### config.mk
export PLATFORM = sky130hd
export DESIGN_NAME = paddle_axis_emu
export DESIGN_NICKNAME = d
export VERILOG_FILES = /design/src/rtl/paddle_axis_pkg.sv /design/src/rtl/axis_step.sv /design/src/rtl/paddle_axis_emu.sv
export SDC_FILE = /design/constraint.sdc
export NUM_CORES = 1
export LEC_CHECK = 0
export CAP_MARGIN = 15
export CORE_MARGIN = 2
export CORE_UTILIZATION = 35
export DETAILED_ROUTE_END_ITERATION = 10
export GPL_TIMING_DRIVEN = 0
export SLEW_MARGIN = 20
export SYNTH_ARGS = -nofsm -noshare
export SYNTH_HDL_FRONTEND = slang
export SYNTH_SLANG_ARGS = --single-unit
### constraint.sdc
create_clock -name clk_sys -period 12.99 [get_ports clk_sys]
set_clock_uncertainty 0.1 [all_clocks]
set_input_delay 2.598 -clock clk_sys [delete_from_list [all_inputs] [get_ports clk_sys]]
set_output_delay 2.598 -clock clk_sys [all_outputs]
set_load 0.05 [all_outputs]
### src/rtl/paddle_axis_pkg.sv
// paddle_axis_pkg: shared FSM states, PS/2 packet field offsets and saturating add.
package paddle_axis_pkg;
  typedef enum logic [1:0] {IDLE, LOAD, ACC_X, ACC_Y} state_t;
  localparam int PKT_W = 25;
  localparam int BTN = 0, XS = 4, YS = 5, X = 8, Y = 16, STB = 24;
  function automatic int sat_add(input int acc, input int d, input int w);
    int s, hi;
    s = acc + d;
    hi = (1 << (w - 1)) - 1;
    return s > hi ? hi : s < -hi - 1 ? -hi - 1 : s;
  endfunction
endpackage

### src/rtl/axis_step.sv
// axis_step: one axis update - sign-extend, sensitivity shift, optional invert, clamp, saturating add.
module axis_step import paddle_axis_pkg::*; #(
  parameter int OUT_W = 8,
  parameter int STEP_MAX = 10
) (
  input  logic                    sign,
  input  logic [7:0]              mag,
  input  logic [1:0]              sens,
  input  logic                    inv,
  input  logic signed [OUT_W-1:0] acc,
  output logic signed [OUT_W-1:0] nxt
);
  logic signed [9:0] sh, d;
  int di, cl;
  assign sh = $signed({sign, sign, mag}) >>> sens;
  assign d = inv ? -sh : sh;
  always_comb begin
    di = int'(d);
    cl = di > STEP_MAX ? STEP_MAX : di < -STEP_MAX ? -STEP_MAX : di;
    nxt = OUT_W'(sat_add(int'(acc), cl, OUT_W));
  end
endmodule

### src/rtl/paddle_axis_emu.sv
// paddle_axis_emu: PS/2 mice to saturating paddle axes, time-shared datapath, analog joystick override.
module paddle_axis_emu import paddle_axis_pkg::*; #(
  parameter int NUM_MICE = 2,
  parameter int OUT_W = 8,
  parameter int STEP_MAX = 10
) (
  input  logic                        clk_sys,
  input  logic                        reset,
  input  logic [PKT_W*NUM_MICE-1:0]   ps2_mouse,
  input  logic [16*NUM_MICE-1:0]      joya,
  input  logic [1:0]                  sens,
  input  logic                        invert_y,
  input  logic                        recenter,
  output logic [OUT_W*NUM_MICE-1:0]   ax,
  output logic [OUT_W*NUM_MICE-1:0]   ay,
  output logic [3*NUM_MICE-1:0]       btn,
  output logic [NUM_MICE-1:0]         emu,
  output logic [NUM_MICE-1:0]         upd,
  output logic [NUM_MICE-1:0]         ovr
);
  localparam int CW = NUM_MICE > 1 ? $clog2(NUM_MICE) : 1;
  state_t state, state_n;
  logic [CW-1:0] cur, cur_n;
  logic armed, is_y;
  logic [NUM_MICE-1:0] old_stb, pend, ev, jov, emu_n;
  logic [PKT_W-1:0] shadow [NUM_MICE];
  logic [PKT_W-1:0] work, pk;
  logic signed [OUT_W-1:0] acc_x [NUM_MICE], acc_y [NUM_MICE], acc_x_n [NUM_MICE], acc_y_n [NUM_MICE];
  logic signed [OUT_W-1:0] step_in, step_out;

  for (genvar g = 0; g < NUM_MICE; g++) begin : g_ch
    assign ev[g] = armed & (ps2_mouse[g*PKT_W+STB] ^ old_stb[g]);
    assign jov[g] = |joya[g*16+:16];
  end

  // X is taken straight from the shadow during LOAD so a packet landing just before LOAD still wins
  assign is_y = state == ACC_X;
  assign pk = is_y ? work : shadow[cur];
  assign step_in = is_y ? acc_y[cur] : acc_x[cur];

  axis_step #(.OUT_W(OUT_W), .STEP_MAX(STEP_MAX)) u_step (
    .sign(pk[is_y ? YS : XS]),
    .mag (is_y ? pk[Y+:8] : pk[X+:8]),
    .sens(sens),
    .inv (is_y & invert_y),
    .acc (step_in),
    .nxt (step_out)
  );

  always_comb begin
    state_n = state;
    cur_n = cur;
    emu_n = emu;
    acc_x_n = acc_x;
    acc_y_n = acc_y;
    case (state)
      IDLE: begin
        for (int i = NUM_MICE - 1; i >= 0; i--) if (pend[i]) cur_n = CW'(i);
        state_n = |pend ? LOAD : IDLE;
      end
      LOAD: begin
        acc_x_n[cur] = step_out;
        state_n = ACC_X;
      end
      ACC_X: begin
        acc_y_n[cur] = step_out;
        emu_n[cur] = 1'b1;
        state_n = ACC_Y;
      end
      default: state_n = IDLE;
    endcase
    for (int i = 0; i < NUM_MICE; i++) begin
      if (recenter || jov[i]) begin
        acc_x_n[i] = '0;
        acc_y_n[i] = '0;
      end
      if (jov[i]) emu_n[i] = 1'b0;
    end
  end

  always_ff @(posedge clk_sys or posedge reset) begin
    if (reset) begin
      state <= IDLE;
      cur <= '0;
      armed <= 1'b0;
      old_stb <= '0;
      pend <= '0;
      work <= '0;
      emu <= '0;
      upd <= '0;
      ovr <= '0;
      btn <= '0;
      ax <= '0;
      ay <= '0;
      for (int i = 0; i < NUM_MICE; i++) begin
        shadow[i] <= '0;
        acc_x[i] <= '0;
        acc_y[i] <= '0;
      end
    end else begin
      state <= state_n;
      cur <= cur_n;
      armed <= 1'b1;
      emu <= emu_n;
      if (state == LOAD) work <= shadow[cur];
      for (int i = 0; i < NUM_MICE; i++) begin
        old_stb[i] <= ps2_mouse[i*PKT_W+STB];
        if (ev[i]) shadow[i] <= ps2_mouse[i*PKT_W+:PKT_W];
        pend[i] <= ~jov[i] & (ev[i] | (pend[i] & ~(state == LOAD && cur == CW'(i))));
        ovr[i] <= ~recenter & (ovr[i] | (ev[i] & pend[i]));
        acc_x[i] <= acc_x_n[i];
        acc_y[i] <= acc_y_n[i];
        upd[i] <= state == ACC_X && cur == CW'(i) && !jov[i];
        if (jov[i]) btn[i*3+:3] <= '0;
        else if (state == ACC_X && cur == CW'(i)) btn[i*3+:3] <= work[BTN+:3];
        ax[i*OUT_W+:OUT_W] <= emu_n[i] ? acc_x_n[i] : OUT_W'($signed(joya[i*16+:8]));
        ay[i*OUT_W+:OUT_W] <= emu_n[i] ? acc_y_n[i] : OUT_W'($signed(joya[i*16+8+:8]));
      end
    end
  end
endmodule

; ---- After elaboration in Yosys (flattened, before gate mapping)
; Cells that the tools add are included.
[totals]
out_inout_bits = 44
word_cells = 126
register_bits = 159
inputBits = 88
[op_classes]
bitwise_logic = 25
shift = 1
reduce_logical = 20
n_eq_ne = 2
mux = 48
n_lt_le_gt_ge = 9
addsub = 2
[ops]
columns = op, count
row1 = 2-to-1 mux 8 bit, 19
row2 = 2-to-1 mux 25 bit, 4
row3 = 2-to-1 mux 32 bit, 2
row4 = adder 8 x 32 -> 32 bit, 1
row5 = bitwise mux 16 bit, 2
row6 = "> comparator 32 x 8 -> 1 bit, second input constant", 1
row7 = "< comparator 32 x 8 -> 1 bit, second input constant", 1
row8 = 2-to-1 mux 16 bit, 2
row9 = OR reduction 16 bit, 2
row10 = 2-to-1 mux 3 bit, 4
row11 = bitwise AND 1 bit, 11
row12 = "> comparator 10 x 5 -> 1 bit, second input constant", 1
row13 = "< comparator 10 x 5 -> 1 bit, second input constant", 1
row14 = 2-to-1 mux 10 bit, 1
row15 = negator 10 bit, 1
row16 = >>> shifter 9 x 2 -> 10 bit, 1
row17 = 2-to-1 mux 1 bit, 9
row18 = demux 8 bit (select 1 bit), 1
row19 = logical AND 1 bit, 8
row20 = "< comparator 3 x 6 -> 1 bit, second input constant", 1
row21 = NOT 1 bit, 6
row22 = one-hot mux 2 bit (3 select lines), 1
row23 = nonzero test 2 bit, 3
row24 = binary-select mux 1 bit (select 5 bit), 1
row25 = other kinds (17), 23

; ---- Logic depth before layout (Yosys ltp)
[depth]
depth_word = 22
depth_mapped = 37
depth_no_buf = 34

; ---- Cells and area by module
; Synthesis repeated with hierarchy kept, for this count alone.
[hier_totals]
hier_cells = 718
area_unflattened_um2 = 8016.4
[by_module_without_submodules]
columns = module, cells_each, n_inst, area_per_inst_um2
row1 = paddle_axis_emu, 478, 1, 6132.1
row2 = axis_step, 240, 1, 1884.3

; ---- Worst setup path before layout
; No wires, ideal clock.
[synth_path]
path_kind = input to register
start = in sens[1]
end = reg ax[5]
t_required_ns = 12.764
slack_ns = 2.726
n_path_buf = 4
stages = 31
t_arrival_ns = 10.037
cell_sequence = buf_2 -> buf_2 -> mux4_2 -> a21o_1 -> inv_1 -> ha_1 -> clkbuf_1 -> nand2_1 -> o41ai_1 -> xor2_1 -> nand3_1 -> a2111oi_0 -> nand2_1 -> ha_1 -> buf_1 -> or3_1 -> fa_1 -> a21o_1 -> a221oi_1 -> o22ai_1 -> o21ai_0 -> nand2b_1 -> fa_1 -> nor4b_1 -> nand4_1 -> nor4_1 -> o21ai_0 -> o31ai_2 -> o21ai_0 -> or2_2 -> a221o_1
[synth_between]
elab_chain_len = 14
word_cells_on_any_way = 16
cone_classes = 2 x add/sub / 4 x order compare / 1 x shift / 9 x mux
[synth_lines]
columns = item, line_no
row1 = start: declaration, paddle_axis_emu.sv:11  ; input logic [1:0] sens,
row2 = >>> shifter 9 x 2 -> 10 bit (*), axis_step.sv:15  ; assign sh = $signed({sign, sign, mag}) >>> sens;
row3 = negator 10 bit, axis_step.sv:16  ; assign d = inv ? -sh : sh;
row4 = 2-to-1 mux 10 bit (*), axis_step.sv:16
row5 = < comparator 10 x 5 -> 1 bit, axis_step.sv:19  ; cl = di > STEP_MAX ? STEP_MAX : di < -STEP_MAX ? -STEP_MAX : di;
row6 = 2-to-1 mux 32 bit, axis_step.sv:19
row7 = 2-to-1 mux 32 bit (*), axis_step.sv:19
row8 = adder 8 x 32 -> 32 bit (*), paddle_axis_pkg.sv:8  ; s = acc + d;
row9 = < comparator 32 x 8 -> 1 bit, paddle_axis_pkg.sv:10  ; return s > hi ? hi : s < -hi - 1 ? -hi - 1 : s;
row10 = 2-to-1 mux 8 bit, paddle_axis_pkg.sv:10
row11 = 2-to-1 mux 8 bit (*), paddle_axis_pkg.sv:10
row12 = bitwise mux 16 bit (*), paddle_axis_emu.sv:62  ; acc_x_n[cur] = step_out;
row13 = 2-to-1 mux 16 bit (*), paddle_axis_emu.sv:56  ; case (state)
row14 = 2-to-1 mux 8 bit (*), paddle_axis_emu.sv:73  ; if (recenter || jov[i]) begin
row15 = 2-to-1 mux 8 bit (*), paddle_axis_emu.sv:116  ; ax[i*OUT_W+:OUT_W] <= emu_n[i] ? acc_x_n[i] : OUT_W'($signed(joya[i*16+:8]));
row16 = end signal: indexed assignment, paddle_axis_emu.sv:116
row17 = end: declaration, paddle_axis_emu.sv:14  ; output logic [OUT_W*NUM_MICE-1:0] ax,
; Mark *: on every way between the ends. The rest lies on a longest branch, timed or not.
; A chain may end at the register's enable or synchronous reset.

; ---- Final worst setup path
; Ends and elaborated chain as after synthesis.

==> results.json <==
{
  "synth.ff_latch_count": 138,
  "max-slew-margin-rel_pct": 37.41,
  "crit_top_cell": "o21ai_0",
  "synthMuxAreaShare_pct": 16.18,
  "drive_gt1_share_pct": 13.35,
  "reg2reg_depth": 33,
  "path_class": "in2reg",
  "crit_fanout": 10,
  "powerDensity_mw_per_mm2": 178.4,
  "die_width_um": 151.8,
  "finalCriticalPeriod_ns": 12.00,
  "die_y_um": 151.8,
  "avgSynthCellArea_um2": 10.48,
  "r2r-start": "state[0]",
  "rows": 54,
  "cts_htree_levels": 4,
  "cts_setup_buffers": 0,
  "synthCells": 730,
  "synth_seq_area_share_pct": 45.15,
  "vias": 6194,
  "seqPwrFrac_pct": 30.0,
  "async_flop_share_pct": 100.0,
  "synthXorXnorAreaFrac_pct": 1.603,
  "synth_top_area_share_pct": 45.15,
  "synth_adder_area_share_pct": 4.548,
  "power.leakage_uw": 0.004011,
  "yosysUniqueCellTypes": 68,
  "r2r_end": "ax[5]",
  "start_kind": "input pin",
  "n_antenna_cell": 0,
  "dieArea_mm2": 0.02305,
  "reg2reg_slack_ns": 3.10,
  "cts.clk_slew.worst_paths_ns": 0.05,
  "cts_buffers": 17,
  "cts.repair.resized": 0,
  "gp_congestion": 0.8754,
  "setup_slack_ns": 0.9868,
  "max_freq_mhz": 83.31,
  "synthSimpleGateAreaFrac_pct": 13.58,
  "post-dp-hpwl_um": 15970,
  "setup_viol": 0,
  "switching_share_pct": 39.53,
  "cts_tree": "yes",
  "yosys_warnings": 0,
  "grt_usage_pct": 18.21,
  "path_delay_family": "compound AO/OA/AOI/OAI gates",
  "synth_top_family_by_area": "multiplexers",
  "finalHoldViolations": 0,
  "synthFlopType": "dfrtp_1",
  "holdPathEnd": "state[0]",
  "status": "finished, final reports clean",
  "vdd_drop_max_mv": 0.09059,
  "gr-total-overflow": 0,
  "antenna_found_initial": 0,
  "min_path_cells": 1,
  "syn_nets": 841,
  "yosysTopAreaCell": "dfrtp_1",
  "clkPwrFrac_pct": 26.0,
  "grt_pass1_vias": 6152,
  "dr.pass1.iters": 5,
  "hold_path_class": "reg2reg",
  "tightest_slew_ns": 0.9332,
  "critPathBufInv": 5,
  "hold_start": "state[0]",
  "initial_utilization_pct": 35.38,
  "fin_nets": 985,
  "io_buffers": 124,
  "critPathRequiredTime_ns": 13.18,
  "areaGrowthSynthToFinish_pct": 28.35,
  "rsz0062_at_grt": "no",
  "placed_area_mm2": 0.009275,
  "clk_latency_ns": 0.42,
  "design.core.area_mm2": 0.02162,
  "max_stage_delay_ns": 0.56,
  "numClockSinks": 138,
  "cpMaxStageDelayCell": "mux4_2",
  "synth-compound-area-share_pct": 15.61,
  "cts_hold_buffers": 0,
  "combPwrFrac_pct": 44.0,
  "wl_um": 21200,
  "clock_path_buffers": 2,
  "grt_max_degree": 102,
  "root_buffer": "clkbuf_16",
  "endpoint_kind": "flop",
  "fin_setup_tns_ns": 0,
  "grt_pass1_wl_um": 33660,
  "syn_area_mm2": 0.007649,
  "drt_iter0_drc": 377,
  "wire_per_inst_um": 18.21,
  "drt-vias-per-instance": 5.321,
  "ios": 132,
  "p_int_uw": 1059,
  "cap_violations": 0,
  "cp.arrival_ns": 12.20,
  "maxSlewViolCount": 0,
  "postRouteAntennaNets": 0,
  "finalCritPeriodShare_pct": 92.40,
  "dp_slack_ns": 0.6473,
  "synthTopCellsByArea": "dfrtp_1 (45%), mux2_2 (7.5%), mux4_2 (4.4%)",
  "drc": 0,
  "p_sw_uw": 692.2,
  "stdcell_area_mm2": 0.009817,
  "synth-edff-count": 0
}
## cell usage in the layout (no fill, tap or decap), types with 15 or more instances in the layout
cell             instances
dfrtp_1                138
clkdlybuf4s50_1        124
nor2_1                  76
nand2_1                 60
a21oi_1                 56
mux2_2                  51
o21ai_0                 30
clkbuf_1                27
mux2i_1                 25
a21o_1                  19
clkbuf_16               17
nand3_1                 15
mux4_2                  15
nor4_1                  15
ha_1                    15
## metrics by stage
stage | hold WS [ns] | total power [uW] | utilization, % | cells
6_report | 0.4002 | 1751 | 45.41 | 1164
5_1_grt | 0.4187 | 1859 | 45.41 | 1164
4_1_cts | 0.4000 | 1752 | 45.41 | 1164
3_5_place_dp | 0.3897 | 1293 | 42.90 | 1135
3_3_place_gp | 0.3771 | 1283 | 42.74 | 1134
2_1_floorplan | 0.3517 | 1078 | - | 730
## area by class of cell
type	instances	area, um2
Fill cell	2090	11800
Multi-Input combinational cell	532	3944
Sequential cell	138	3453
Timing Repair Buffer	125	1269
Clock buffer	21	470.5
Tap cell	280	350.3
Buffer	43	187.7
Clock inverter	8	71.32
Inverter	17	71.32
## layer usage
metal	vias up	wire length, um	track usage [%]
met5	-	0	0
met4	0	310	4.539
met3	27	869	3.594
met2	153	9811	28.46
met1	3075	10200	26.13
li1	2939	-	-
## sequential cells by signal, summed over array words and instances, names as in the netlist, 2 cells and up
signal	flops
state	2
acc_x	16
pend	2
btn	6
acc_y	16
emu	2
old_stb	2
work	12
upd	2
ax	16
ay	16
shadow	42
ovr	2
## cells in the mapped netlist (3+ instances only)
| library cell | count |
|---|---|
| a211oi_1 | 14 |
| a21boi_1 | 3 |
| a21o_1 | 19 |
| a21oi_1 | 56 |
| a221o_1 | 5 |
| a31oi_1 | 5 |
| a41oi_1 | 4 |
| and2_1 | 4 |
| and3_1 | 4 |
| buf_1 | 11 |
| buf_2 | 3 |
| buf_6 | 3 |
| clkbuf_1 | 26 |
| dfrtp_1 | 138 |
| fa_1 | 8 |
| ha_1 | 15 |
| inv_1 | 15 |
| mux2_2 | 51 |
| mux2i_1 | 25 |
| mux4_2 | 15 |
| nand2_1 | 60 |
| nand2b_1 | 12 |
| nand3_1 | 15 |
| nand4_1 | 4 |
| nor2_1 | 76 |
| nor2b_1 | 4 |
| nor3_1 | 4 |
| nor4_1 | 15 |
| nor4b_1 | 3 |
| o211ai_1 | 4 |
| o21a_1 | 7 |
| o21ai_0 | 30 |
| o21bai_1 | 9 |
| or2_2 | 4 |
| or3_1 | 3 |
| xnor2_1 | 8 |
| xor2_1 | 6 |
## cell families after synthesis
| group | count (synthesis) |
|---|---|
| buf+inv | 60 |
| xor+xnor | 14 |
| fa+ha+maj | 23 |
| other cells | 1 |
| simple gates | 217 |
| compound gates | 181 |
| flops | 138 |
| mux | 96 |
## worst max-delay path by stage
stage	start	end	cells after the start
6_report	sens[1]	ax[5]	31
4_1_cts	sens[1]	ax[14]	31
5_1_grt	sens[1]	ax[14]	31
3_5_place_dp	sens[1]	ax[14]	31
3_3_place_gp	sens[1]	ax[14]	34
2_1_floorplan	sens[1]	ax[5]	31
## power by group through the flow
stage	Sequential, uW	Clock, uW	Combinational [uW]
after global routing	532	481	846
after detailed placement	533	0	760
after CTS	526	461	765
after global placement	530	0	753
after floorplan	534	0	544
final	526	455	770
No activity file was read; power rests on OpenSTA's default activity.
